==> src/rtl/hdmi_period_scheduler.sv <==
// Raster timing and TMDS period sequencer for the HDMI transmit path (pixclk domain).
// Every output is registered and describes the coordinate shown on counter_x/counter_y.
module hdmi_period_scheduler_chk #(
    parameter int H_ACTIVE = 640,
    parameter int H_FP     = 16,
    parameter int H_SYNC   = 96,
    parameter int H_TOTAL  = 800,
    parameter int V_TOTAL  = 525,
    parameter int CW       = 12
) (
    input logic pixclk
);
    // Parameter sanity: preamble must not overlap hSync and counters must fit.
    always @(posedge pixclk) begin
        assert (H_TOTAL - 10 >= H_ACTIVE + H_FP + H_SYNC)
            else $error("hdmi_period_scheduler: preamble overlaps hsync");
        assert ((H_TOTAL < 2 ** CW) && (V_TOTAL < 2 ** CW))
            else $error("hdmi_period_scheduler: totals exceed coordinate width");
    end
endmodule

module hdmi_period_scheduler #(
    parameter int H_ACTIVE = 640,
    parameter int H_FP     = 16,
    parameter int H_SYNC   = 96,
    parameter int H_TOTAL  = 800,
    parameter int V_ACTIVE = 480,
    parameter int V_FP     = 10,
    parameter int V_SYNC   = 2,
    parameter int V_TOTAL  = 525,
    parameter int HS_POL   = 1,
    parameter int VS_POL   = 1,
    parameter int CW       = 12
) (
    input  logic          pixclk,
    input  logic          reset,
    input  logic          en,
    input  logic          pix_valid,
    input  logic          underflow_clr,
    output logic [CW-1:0] counter_x,
    output logic [CW-1:0] counter_y,
    output logic          hsync,
    output logic          vsync,
    output logic [1:0]    period,
    output logic [3:0]    ctl,
    output logic          pix_req,
    output logic          frame_start,
    output logic          video_on,
    output logic          underflow
);

    localparam logic [CW-1:0] X_LAST     = CW'(H_TOTAL - 1);
    localparam logic [CW-1:0] Y_LAST     = CW'(V_TOTAL - 1);
    localparam logic [CW-1:0] X_PRE      = CW'(H_TOTAL - 10);
    localparam logic [CW-1:0] X_GUARD    = CW'(H_TOTAL - 2);
    localparam logic [CW-1:0] X_ACT      = CW'(H_ACTIVE);
    localparam logic [CW-1:0] X_ACT_LAST = CW'(H_ACTIVE - 1);
    localparam logic [CW-1:0] Y_ACT      = CW'(V_ACTIVE);
    localparam logic [CW-1:0] HS_START   = CW'(H_ACTIVE + H_FP);
    localparam logic [CW-1:0] HS_END     = CW'(H_ACTIVE + H_FP + H_SYNC);
    localparam logic [CW-1:0] VS_START   = CW'(V_ACTIVE + V_FP);
    localparam logic [CW-1:0] VS_END     = CW'(V_ACTIVE + V_FP + V_SYNC);
    localparam logic [CW-1:0] ZERO       = {CW{1'b0}};
    localparam logic [CW-1:0] ONE        = CW'(1);
    localparam logic          HS_ON      = (HS_POL != 0) ? 1'b1 : 1'b0;
    localparam logic          VS_ON      = (VS_POL != 0) ? 1'b1 : 1'b0;

    typedef enum logic [1:0] {
        P_CONTROL  = 2'b00,
        P_PREAMBLE = 2'b01,
        P_GUARD    = 2'b10,
        P_VIDEO    = 2'b11
    } period_e;

    logic [CW-1:0] x_q, x_d, y_q, y_d, y_next_line;
    logic          run_q, run_d;
    logic          hsync_q, hsync_d, vsync_q, vsync_d;
    period_e       state_q, state_d;
    logic [3:0]    ctl_q, ctl_d;
    logic          pix_req_q, pix_req_d;
    logic          frame_start_q, frame_start_d;
    logic          video_on_q, video_on_d;
    logic          underflow_q, underflow_d;
    logic          next_line_active;

    hdmi_period_scheduler_chk #(
        .H_ACTIVE (H_ACTIVE),
        .H_FP     (H_FP),
        .H_SYNC   (H_SYNC),
        .H_TOTAL  (H_TOTAL),
        .V_TOTAL  (V_TOTAL),
        .CW       (CW)
    ) u_chk (
        .pixclk (pixclk)
    );

    // Coordinate advance; the first cycle after reset presents the origin.
    always_comb begin
        x_d   = x_q;
        y_d   = y_q;
        run_d = 1'b1;
        if (!run_q) begin
            x_d = ZERO;
            y_d = ZERO;
        end else if (x_q == X_LAST) begin
            x_d = ZERO;
            y_d = (y_q == Y_LAST) ? ZERO : (y_q + ONE);
        end else begin
            x_d = x_q + ONE;
        end
    end

    // Syncs, frame marker, frame-boundary enable latch and sticky underflow.
    always_comb begin
        hsync_d       = ((x_d >= HS_START) && (x_d < HS_END)) ? HS_ON : ~HS_ON;
        vsync_d       = ((y_d >= VS_START) && (y_d < VS_END)) ? VS_ON : ~VS_ON;
        frame_start_d = (x_d == ZERO) && (y_d == ZERO);
        video_on_d    = video_on_q;
        if ((x_d == ZERO) && (y_d == Y_ACT)) begin
            video_on_d = en;
        end else begin
            video_on_d = video_on_q;
        end
        // Set has priority over clear when both land in the same cycle.
        underflow_d = underflow_q;
        if ((state_q == P_VIDEO) && !pix_valid) begin
            underflow_d = 1'b1;
        end else if (underflow_clr) begin
            underflow_d = 1'b0;
        end else begin
            underflow_d = underflow_q;
        end
    end

    // Period sequencing: the lead-in for a line is issued at the end of the previous one.
    always_comb begin
        y_next_line      = (y_d == Y_LAST) ? ZERO : (y_d + ONE);
        next_line_active = (y_next_line < Y_ACT);
        state_d          = state_q;
        if (!video_on_d) begin
            state_d = P_CONTROL;
        end else begin
            case (state_q)
                P_CONTROL: begin
                    if (next_line_active && (x_d == X_PRE)) state_d = P_PREAMBLE;
                    else                                    state_d = P_CONTROL;
                end
                P_PREAMBLE: begin
                    if (x_d == X_GUARD) state_d = P_GUARD;
                    else                state_d = P_PREAMBLE;
                end
                P_GUARD: begin
                    if (x_d == ZERO) state_d = P_VIDEO;
                    else             state_d = P_GUARD;
                end
                P_VIDEO: begin
                    if (x_d == X_ACT) state_d = P_CONTROL;
                    else              state_d = P_VIDEO;
                end
                default: state_d = P_CONTROL;
            endcase
        end
        ctl_d     = (state_d == P_PREAMBLE) ? 4'b0001 : 4'b0000;
        // Request leads each video cycle by one: last guard cycle plus all but the last pixel.
        pix_req_d = ((state_d == P_GUARD) && (x_d == X_LAST)) ||
                    ((state_d == P_VIDEO) && (x_d < X_ACT_LAST));
    end

    // State and output registers.
    always_ff @(posedge pixclk) begin
        if (reset) begin
            x_q           <= ZERO;
            y_q           <= ZERO;
            run_q         <= 1'b0;
            hsync_q       <= ~HS_ON;
            vsync_q       <= ~VS_ON;
            state_q       <= P_CONTROL;
            ctl_q         <= 4'b0000;
            pix_req_q     <= 1'b0;
            frame_start_q <= 1'b0;
            video_on_q    <= 1'b0;
            underflow_q   <= 1'b0;
        end else begin
            x_q           <= x_d;
            y_q           <= y_d;
            run_q         <= run_d;
            hsync_q       <= hsync_d;
            vsync_q       <= vsync_d;
            state_q       <= state_d;
            ctl_q         <= ctl_d;
            pix_req_q     <= pix_req_d;
            frame_start_q <= frame_start_d;
            video_on_q    <= video_on_d;
            underflow_q   <= underflow_d;
        end
    end

    assign counter_x   = x_q;
    assign counter_y   = y_q;
    assign hsync       = hsync_q;
    assign vsync       = vsync_q;
    assign period      = state_q;
    assign ctl         = ctl_q;
    assign pix_req     = pix_req_q;
    assign frame_start = frame_start_q;
    assign video_on    = video_on_q;
    assign underflow   = underflow_q;

endmodule

==> config.mk <==
export PLATFORM = sky130hd
export DESIGN_NAME = hdmi_period_scheduler
export DESIGN_NICKNAME = d
export VERILOG_FILES = /design/src/rtl/hdmi_period_scheduler.sv
export SDC_FILE = /design/constraint.sdc
export NUM_CORES = 1
export LEC_CHECK = 0
export ABC_CLOCK_PERIOD_IN_PS = 6800
export CORE_MARGIN = 5
export CORE_UTILIZATION = 57
export CTS_CLUSTER_DIAMETER = 100
export CTS_CLUSTER_SIZE = 10
export DETAILED_ROUTE_END_ITERATION = 7
export PLACE_DENSITY = 0.85
export SLEW_MARGIN = 20
export SYNTH_ARGS = -nofsm -noshare
export SYNTH_HDL_FRONTEND = slang
export SYNTH_SLANG_ARGS = --single-unit
==> constraint.sdc <==
create_clock -name pixclk -period 6.8 [get_ports pixclk]
set_input_delay 1.36 -clock pixclk [delete_from_list [all_inputs] [get_ports pixclk]]
set_output_delay 1.36 -clock pixclk [all_outputs]
set_load 0.05 [all_outputs]
==> impl_metrics.toml, run 1 <==
[status]
status = "complete, no violations"

[sta]
fin_worst_hold_slack_ns = 0.475
rsz0062_at_grt = "false"
fmaxAchievable_mhz = 261
setup_viol_count_final = 0
final_min_period_over_clock_period_pct = 56.3
slew_headroom_pct = 53.7
finalWorstPathRequiredPeriod_ns = 3.83
tightestPinTransition_ns = 0.693
drv_slew = 0
setup_slack_ns = 2.97
totalNegativeSetupSlack_ns = 0
skew_ns = 0.00643
finalHoldViolCount = 0

[final_layout]
area_growth_syn_to_layout_pct = 17.3
stdcell_count = 379
final_net_count = 338
final_design_area_no_fill_mm2 = 0.00282
diodes = 0
layout-drive-gt1-share_pct = 7.90

[grt]
grt.overflow.total = 0
groute.usage.overall_pct = 25.3
grt_pass1_wl_um = 10900
number_of_antenna_violations_at_the_first_check_in_global_routing = 0
grt_pass1_vias = 2206
largest_net_degree_at_the_start_of_global_routing = 21

[placement]
pre_cts_slack_ns = 3.08
hpwl_um = 4870
place.gp.congestion = 0.970
io_buffers = 37
post_dp_cell_area_mm2 = 0.00274
placed_cells_incl_taps = 373

[synthesis]
synthFlopType = "sky130_fd_sc_hd__dfxtp_1"
synth.avg_cell_area_um2 = 7.96
combinational_family_with_the_most_area_after_synthesis = "simple AND/OR/NAND/NOR gates"
synth_edf_count = 0
netlist_instances = 302
synth_fa_ha_area_share_pct = 1.56
synth_top_cells_by_area = "sky130_fd_sc_hd__dfxtp_1, sky130_fd_sc_hd__nor2_1, sky130_fd_sc_hd__xnor2_1, sky130_fd_sc_hd__nand3_1, sky130_fd_sc_hd__nand2_1"
simple_gate_area_share_of_the_yosys_netlist_pct = 36.4
ys_warn_count = 0
synthMostInstantiatedCell = "sky130_fd_sc_hd__nor2_1"
synth.cell_area_mm2 = 0.00240
synth_seq_area_share_pct = 28.3
synth_xor_area_share_pct = 5.83
synth-async-reset-ratio_pct = 0
synth_top_area_cell = "sky130_fd_sc_hd__dfxtp_1"
synth_largest_type_area_fraction_pct = 28.3
mux_contribution_to_synthesized_area_pct = 3.59
post_synth_num_cell_types = 68
synth_compound_area_share_pct = 17.8
netlist_top_cells_count = "sky130_fd_sc_hd__nor2_1, sky130_fd_sc_hd__dfxtp_1, sky130_fd_sc_hd__nand2_1"
ys_ff_latch = 34

[setup_path]
worst-endpoint-required_ns = 6.99
worst_setup_path_end_kind = "register"
critical_path_peak_fanout = 20
worst_path_class_setup = "reg2reg"
critical_path.startpoint_type = "register"
cp.arrival_ns = 4.02

[clock_tree]
number_of_buffers_inserted_to_repair_setup_after_cts = 0
worst_skew_pair.late_latency_ns = 0.29
cts_resized = 0
tritoncts = "yes"
largest_buffer_count_on_any_clock_path = 2
cts_buf_count = 5
clock_sinks = 34
clk_pin_slew_worst_paths_ns = 0.07
cts_hold_repair.buffers = 0
cts-htree-levels = 2
cts_root_buffer = "sky130_fd_sc_hd__clkbuf_8"

[floorplanning]
initial_utilization_pct = 59.2
floorplan.die.height_um = 74.9
die_area_mm2 = 0.00562
core_area_mm2 = 0.00406
ios = 41
rows = 23
die_width_um = 74.9

[detailed_routing]
finalWirelength_um = 6570
wl_per_cell_um = 17.3
firstDrtPassIters = 5
routed_via_count = 2463
ant_nets = 0
drt_first_iter_violations = 311
avgViaCountPerCell = 6.50
remaining_drc_errors = 0

[power_and_ir_drop]
total_leakage_power_nw = 0.905
power_density_mw_per_mm2 = 133
power_switching_uw = 90.0
worst_ir_drop_vdd_mv = 0.0829
cell_internal_pwr_uw = 285
netSwitchingFraction_pct = 24.0
proportion_of_power_drawn_by_the_clock_network_pct = 40.0
power_frac_seq_pct = 54.0
combinational_cell_fraction_of_total_power_pct = 6.0

[hold_path]
hold_class = "reg2reg"

[flow_run]
max_cap_viol_count = 0
[power by group through the flow]
stage / sequential [mW] / combinational (mW) / clock, mW
2_1_floorplan: 0.209 / 0.0134 / 0
4_1_cts: 0.203 / 0.0224 / 0.153
3_5_place_dp: 0.207 / 0.0223 / 0
3_3_place_gp: 0.207 / 0.0224 / 0
5_1_grt: 0.203 / 0.0239 / 0.161
6_report: 0.203 / 0.0226 / 0.150
[path summary, 6_finish.rpt]
| path | from | end | slack (ns) | cells after the start |
|---|---|---|---|---|
| setup / recovery | counter_x[0] | pix_req | 2.97 | 10 |
| hold / removal | underflow | underflow | 0.48 | 2 |
| setup reg to reg | counter_x[0] | pix_req | 2.97 | 10 |
| hold reg to reg | underflow | underflow | 0.48 | 2 |
[logic make-up after synthesis]
family                   after synthesis
flip-flops                            34
adder cells (fa/ha/maj)                3
AO/OA/AOI/OAI                         56
XOR/XNOR                              16
multiplexers                           7
buffers and inverters                 30
other                                  1
AND/OR/NAND/NOR                      155
[routing by layer]
layer,global-route usage [%],vias up,part of all wire [%]
met4,10.5,0,3.3
met3,5.21,26,8.0
li1,-,1160,-
met5,0,-,0
met1,35.1,1129,43
met2,38.3,148,46
[per-stage QoR]
stage	utilization, %	total power, mW
2_1_floorplan	-	0.223
3_3_place_gp	67.4	0.229
3_5_place_dp	67.4	0.230
4_1_cts	69.5	0.378
5_1_grt	69.5	0.388
6_report	69.5	0.375
[critical path, stage by stage, from the launching register on]
cell	delay (ns)
sky130_fd_sc_hd__dfxtp_1	0.48
sky130_fd_sc_hd__ha_1	0.46
sky130_fd_sc_hd__and4_1	0.35
sky130_fd_sc_hd__nand3_1	0.52
sky130_fd_sc_hd__nor3_1	0.39
sky130_fd_sc_hd__xnor2_1	0.22
sky130_fd_sc_hd__a41oi_1	0.20
sky130_fd_sc_hd__o41ai_1	0.50
sky130_fd_sc_hd__o211ai_2	0.18
sky130_fd_sc_hd__nor3_1	0.19
sky130_fd_sc_hd__and4bb_1	0.22
[area by class of cell]
class | count | area [um^2]
clock buffer | 6 | 82.6
sequential | 34 | 681
inverter | 12 | 45.0
fill | 343 | 1240
multi-input combinational | 240 | 1580
timing repair buffer | 37 | 370
tap | 50 | 62.6
[cell usage in the layout (no fill, tap or decap), drive strengths merged, types with 2 or more instances in the layout]
master         synthesis  layout
nor2                  39      39
clkdlybuf4s50          0      37
dfxtp                 34      34
nand2                 20      20
nor3                  20      20
nand3                 17      17
inv                   12      12
xnor2                 12      12
o21ai                 10      10
nand4                 10      10
a21oi                  9       9
and2                   7       7
nand2b                 7       7
nor4                   7       7
and3                   6       6
clkbuf                 5       6
o31ai                  5       5
and4                   4       4
xor2                   4       4
a31oi                  4       4
mux2i                  4       4
nor4b                  3       3
mux2                   3       3
o22ai                  3       3
ha                     3       3
conb                   1       3
or3                    3       3
and4bb                 2       2
o21a                   2       2
or4                    2       2
a21o                   2       2
nand4b                 2       2
nor2b                  2       2
o2111a                 2       2
o31a                   2       2
or2                    2       2
o211ai                 2       2
a41o                   2       2
Note: power is estimated with default switching activity, not from simulation.
==> run 2: changes to the inputs <==
--- a/config.mk
+++ b/config.mk
@@ -5,13 +5,13 @@
 export SDC_FILE = /design/constraint.sdc
 export NUM_CORES = 1
 export LEC_CHECK = 0
-export ABC_CLOCK_PERIOD_IN_PS = 6800
+export ABC_CLOCK_PERIOD_IN_PS = 3100
 export CORE_MARGIN = 5
-export CORE_UTILIZATION = 57
+export CORE_UTILIZATION = 48
 export CTS_CLUSTER_DIAMETER = 100
 export CTS_CLUSTER_SIZE = 10
 export DETAILED_ROUTE_END_ITERATION = 7
-export PLACE_DENSITY = 0.85
+export PLACE_DENSITY = 0.76
 export SLEW_MARGIN = 20
 export SYNTH_ARGS = -nofsm -noshare
 export SYNTH_HDL_FRONTEND = slang
==> constraint.sdc (replaced) <==
create_clock -name pixclk -period 3.1 [get_ports pixclk]
set_input_delay 0.62 -clock pixclk [delete_from_list [all_inputs] [get_ports pixclk]]
set_output_delay 0.62 -clock pixclk [all_outputs]
set_load 0.05 [all_outputs]
==> run 2 against run 1 <==
Clock power grew to 2.8 times the previous value. Fmax increased by 31%. Non-clock buffer count is 29 higher. Flip-flop and latch count stayed put. Largest power group unchanged. Die area grew 16%. Largest cell class unchanged. Power rose by 140%. Sequential power increased by 120%. Combinational power up 140%. Hold slack lost 0.0051 ns. Highest routed layer unchanged. First-iteration DRC count shrank 16%.
==> impl_metrics.toml, run 2 (synthesis gave the netlist of run 1 again) <==
[status]
status = "complete, no violations"

[floorplanning]
die_width_um = 80.8
ios = 41
initial_utilization_pct = 50.2
core_area_mm2 = 0.00479
floorplan.die.height_um = 80.8
rows = 25
die_area_mm2 = 0.00652

[grt]
number_of_antenna_violations_at_the_first_check_in_global_routing = 0
groute.usage.overall_pct = 22.4
largest_net_degree_at_the_start_of_global_routing = 13
grt_pass1_wl_um = 11300
grt_pass1_vias = 2300
grt.overflow.total = 0

[sta]
skew_ns = 0.00966
setup_viol_count_final = 0
final_min_period_over_clock_period_pct = 94.2
drv_slew = 0
finalHoldViolCount = 0
setup_slack_ns = 0.180
tightestPinTransition_ns = 0.549
finalWorstPathRequiredPeriod_ns = 2.92
fmaxAchievable_mhz = 343
fin_worst_hold_slack_ns = 0.470
slew_headroom_pct = 62.9

[clock_tree]
cts_hold_repair.buffers = 0
cts-htree-levels = 2
clock_sinks = 34
worst_skew_pair.late_latency_ns = 0.29
cts_root_buffer = "sky130_fd_sc_hd__clkbuf_8"
cts_buf_count = 5
clk_pin_slew_worst_paths_ns = 0.07
largest_buffer_count_on_any_clock_path = 2
tritoncts = "yes"

[setup_path]
cp_slowest_stage_delay_ns = 0.40
worst_path_class_setup = "reg2reg"
cp.arrival_ns = 3.10
crit_cells = 11
critical_path_peak_fanout = 12
critical_path.slowest_cell = "sky130_fd_sc_hd__mux2_2"
cp.buffers_inverters = 1
worst_setup_path_end_kind = "register"
setup.reg_to_reg.worst_slack_ns = 0.18
critical_path.startpoint_type = "register"
worst-endpoint-required_ns = 3.28
r2r_depth = 11
crit_chain = "ha_1, buf_4, nand4_4, nor3_4, mux2_2, o211a_1, a21o_1, nand4_2, mux2i_4, o22ai_1, and4bb_1"
timing.critical_path.max_delay_family = "simple AND/OR/NAND/NOR gates"
worst_r2r_startpoint = "counter_x[1]"
regToRegEndpoint = "pix_req"

[final_layout]
layout.cells.most_common = "sky130_fd_sc_hd__nor2_1"
area_growth_syn_to_layout_pct = 33.0
final_net_count = 367
layout-drive-gt1-share_pct = 20.3
diodes = 0
finalCoreUtilization_pct = 66.8
final_cell_mix = "sky130_fd_sc_hd__nor2_1, sky130_fd_sc_hd__clkdlybuf4s50_1, sky130_fd_sc_hd__dfxtp_1, sky130_fd_sc_hd__buf_4, sky130_fd_sc_hd__nand2_1"

[power_and_ir_drop]
total_leakage_power_nw = 1.10
power_density_mw_per_mm2 = 287
worst_ir_drop_vdd_mv = 0.300

[detailed_routing]
routed_via_count = 2547
wl_per_cell_um = 16.3
remaining_drc_errors = 0
avgViaCountPerCell = 5.98
drt_first_iter_violations = 262
finalWirelength_um = 6960
ant_nets = 0
firstDrtPassIters = 5

[placement]
pre_cts_slack_ns = 0.0262
place.gp.congestion = 0.969
hpwl_um = 5240
io_buffers = 37

[hold_path]
min-delay-start = "underflow"
hold_class = "reg2reg"
hold_path_depth = 2
whs_endpoint = "underflow"

[flow_run]
max_cap_viol_count = 0
-- run 2: what timing repair did --
action | CTS | global route
setup endpoints to repair | 1 | 3
setup buffers | 0 | 5
gates resized for setup | 1 | 19
pin swaps | 0 | 5
-- run 2: stage by stage --
stage          total power, mW  instance area (um^2)  cells  setup TNS, ns
3_5_place_dp             0.506                  2940    414              0
6_report                 0.917                  3200    426              0
3_3_place_gp             0.506                  2940    414              0
4_1_cts                  0.922                  3060    421              0
2_1_floorplan            0.489                  2410    304              0
5_1_grt                  0.953                  3200    426       -0.00147
-- run 2: worst max path at each step --
stage                       startpoint       to  slack, ns
final                     counter_x[1]  pix_req       0.18
after global routing      counter_x[1]  pix_req     -0.001
after CTS                 counter_x[1]  pix_req     0.0006
after detailed placement  counter_x[1]  pix_req       0.03
after global placement    counter_y[0]  pix_req       0.09
after floorplan           counter_x[2]  pix_req       0.01
-- run 2: final cells by class --
type,instances,area [um^2]
multi-input combinational,240,1680
clock inverter,1,30.0
sequential,34,687
inverter,12,45.0
timing repair buffer,66,588
fill,415,1590
tap,67,83.8
clock buffer,6,82.6
-- run 2: where the power goes --
group | leakage (nW) | switching (mW) | internal, mW | total, mW
Clock | 0.0573 | 0.162 | 0.257 | 0.419
Sequential | 0.277 | 0.00402 | 0.440 | 0.444
Combinational | 0.765 | 0.0369 | 0.0173 | 0.0542
-- run 2: routing by layer --
layer  vias up  global-route usage (%)  wire length [um]  share of wire, %
met5         -                       0                 0                 0
met4         0                    8.61               127               1.8
met3        18                    4.66               519               7.5
met2       114                    36.9              3360                48
met1      1201                    28.6              2960                43
li1       1214                       -                 -                 -
-- run 2: worst register-to-register path, delay by kind of cell, from the launching register on --
family	cells	cell delay, ns
flip-flops	1	0.37
buffers and inverters	1	0.19
adder cells (fa/ha/maj)	1	0.17
multiplexers	2	0.71
AND/OR/NAND/NOR	4	0.80
AO/OA/AOI/OAI	3	0.57
==> run 3: changes to the inputs <==
--- a/config.mk
+++ b/config.mk
@@ -12,7 +12,7 @@
 export CTS_CLUSTER_SIZE = 10
 export DETAILED_ROUTE_END_ITERATION = 7
 export PLACE_DENSITY = 0.76
-export SLEW_MARGIN = 20
+export SLEW_MARGIN = 10
 export SYNTH_ARGS = -nofsm -noshare
 export SYNTH_HDL_FRONTEND = slang
 export SYNTH_SLANG_ARGS = --single-unit
==> results of run 3 <==
Same layout as run 2: the final DEF is identical, and so are final timing and power.
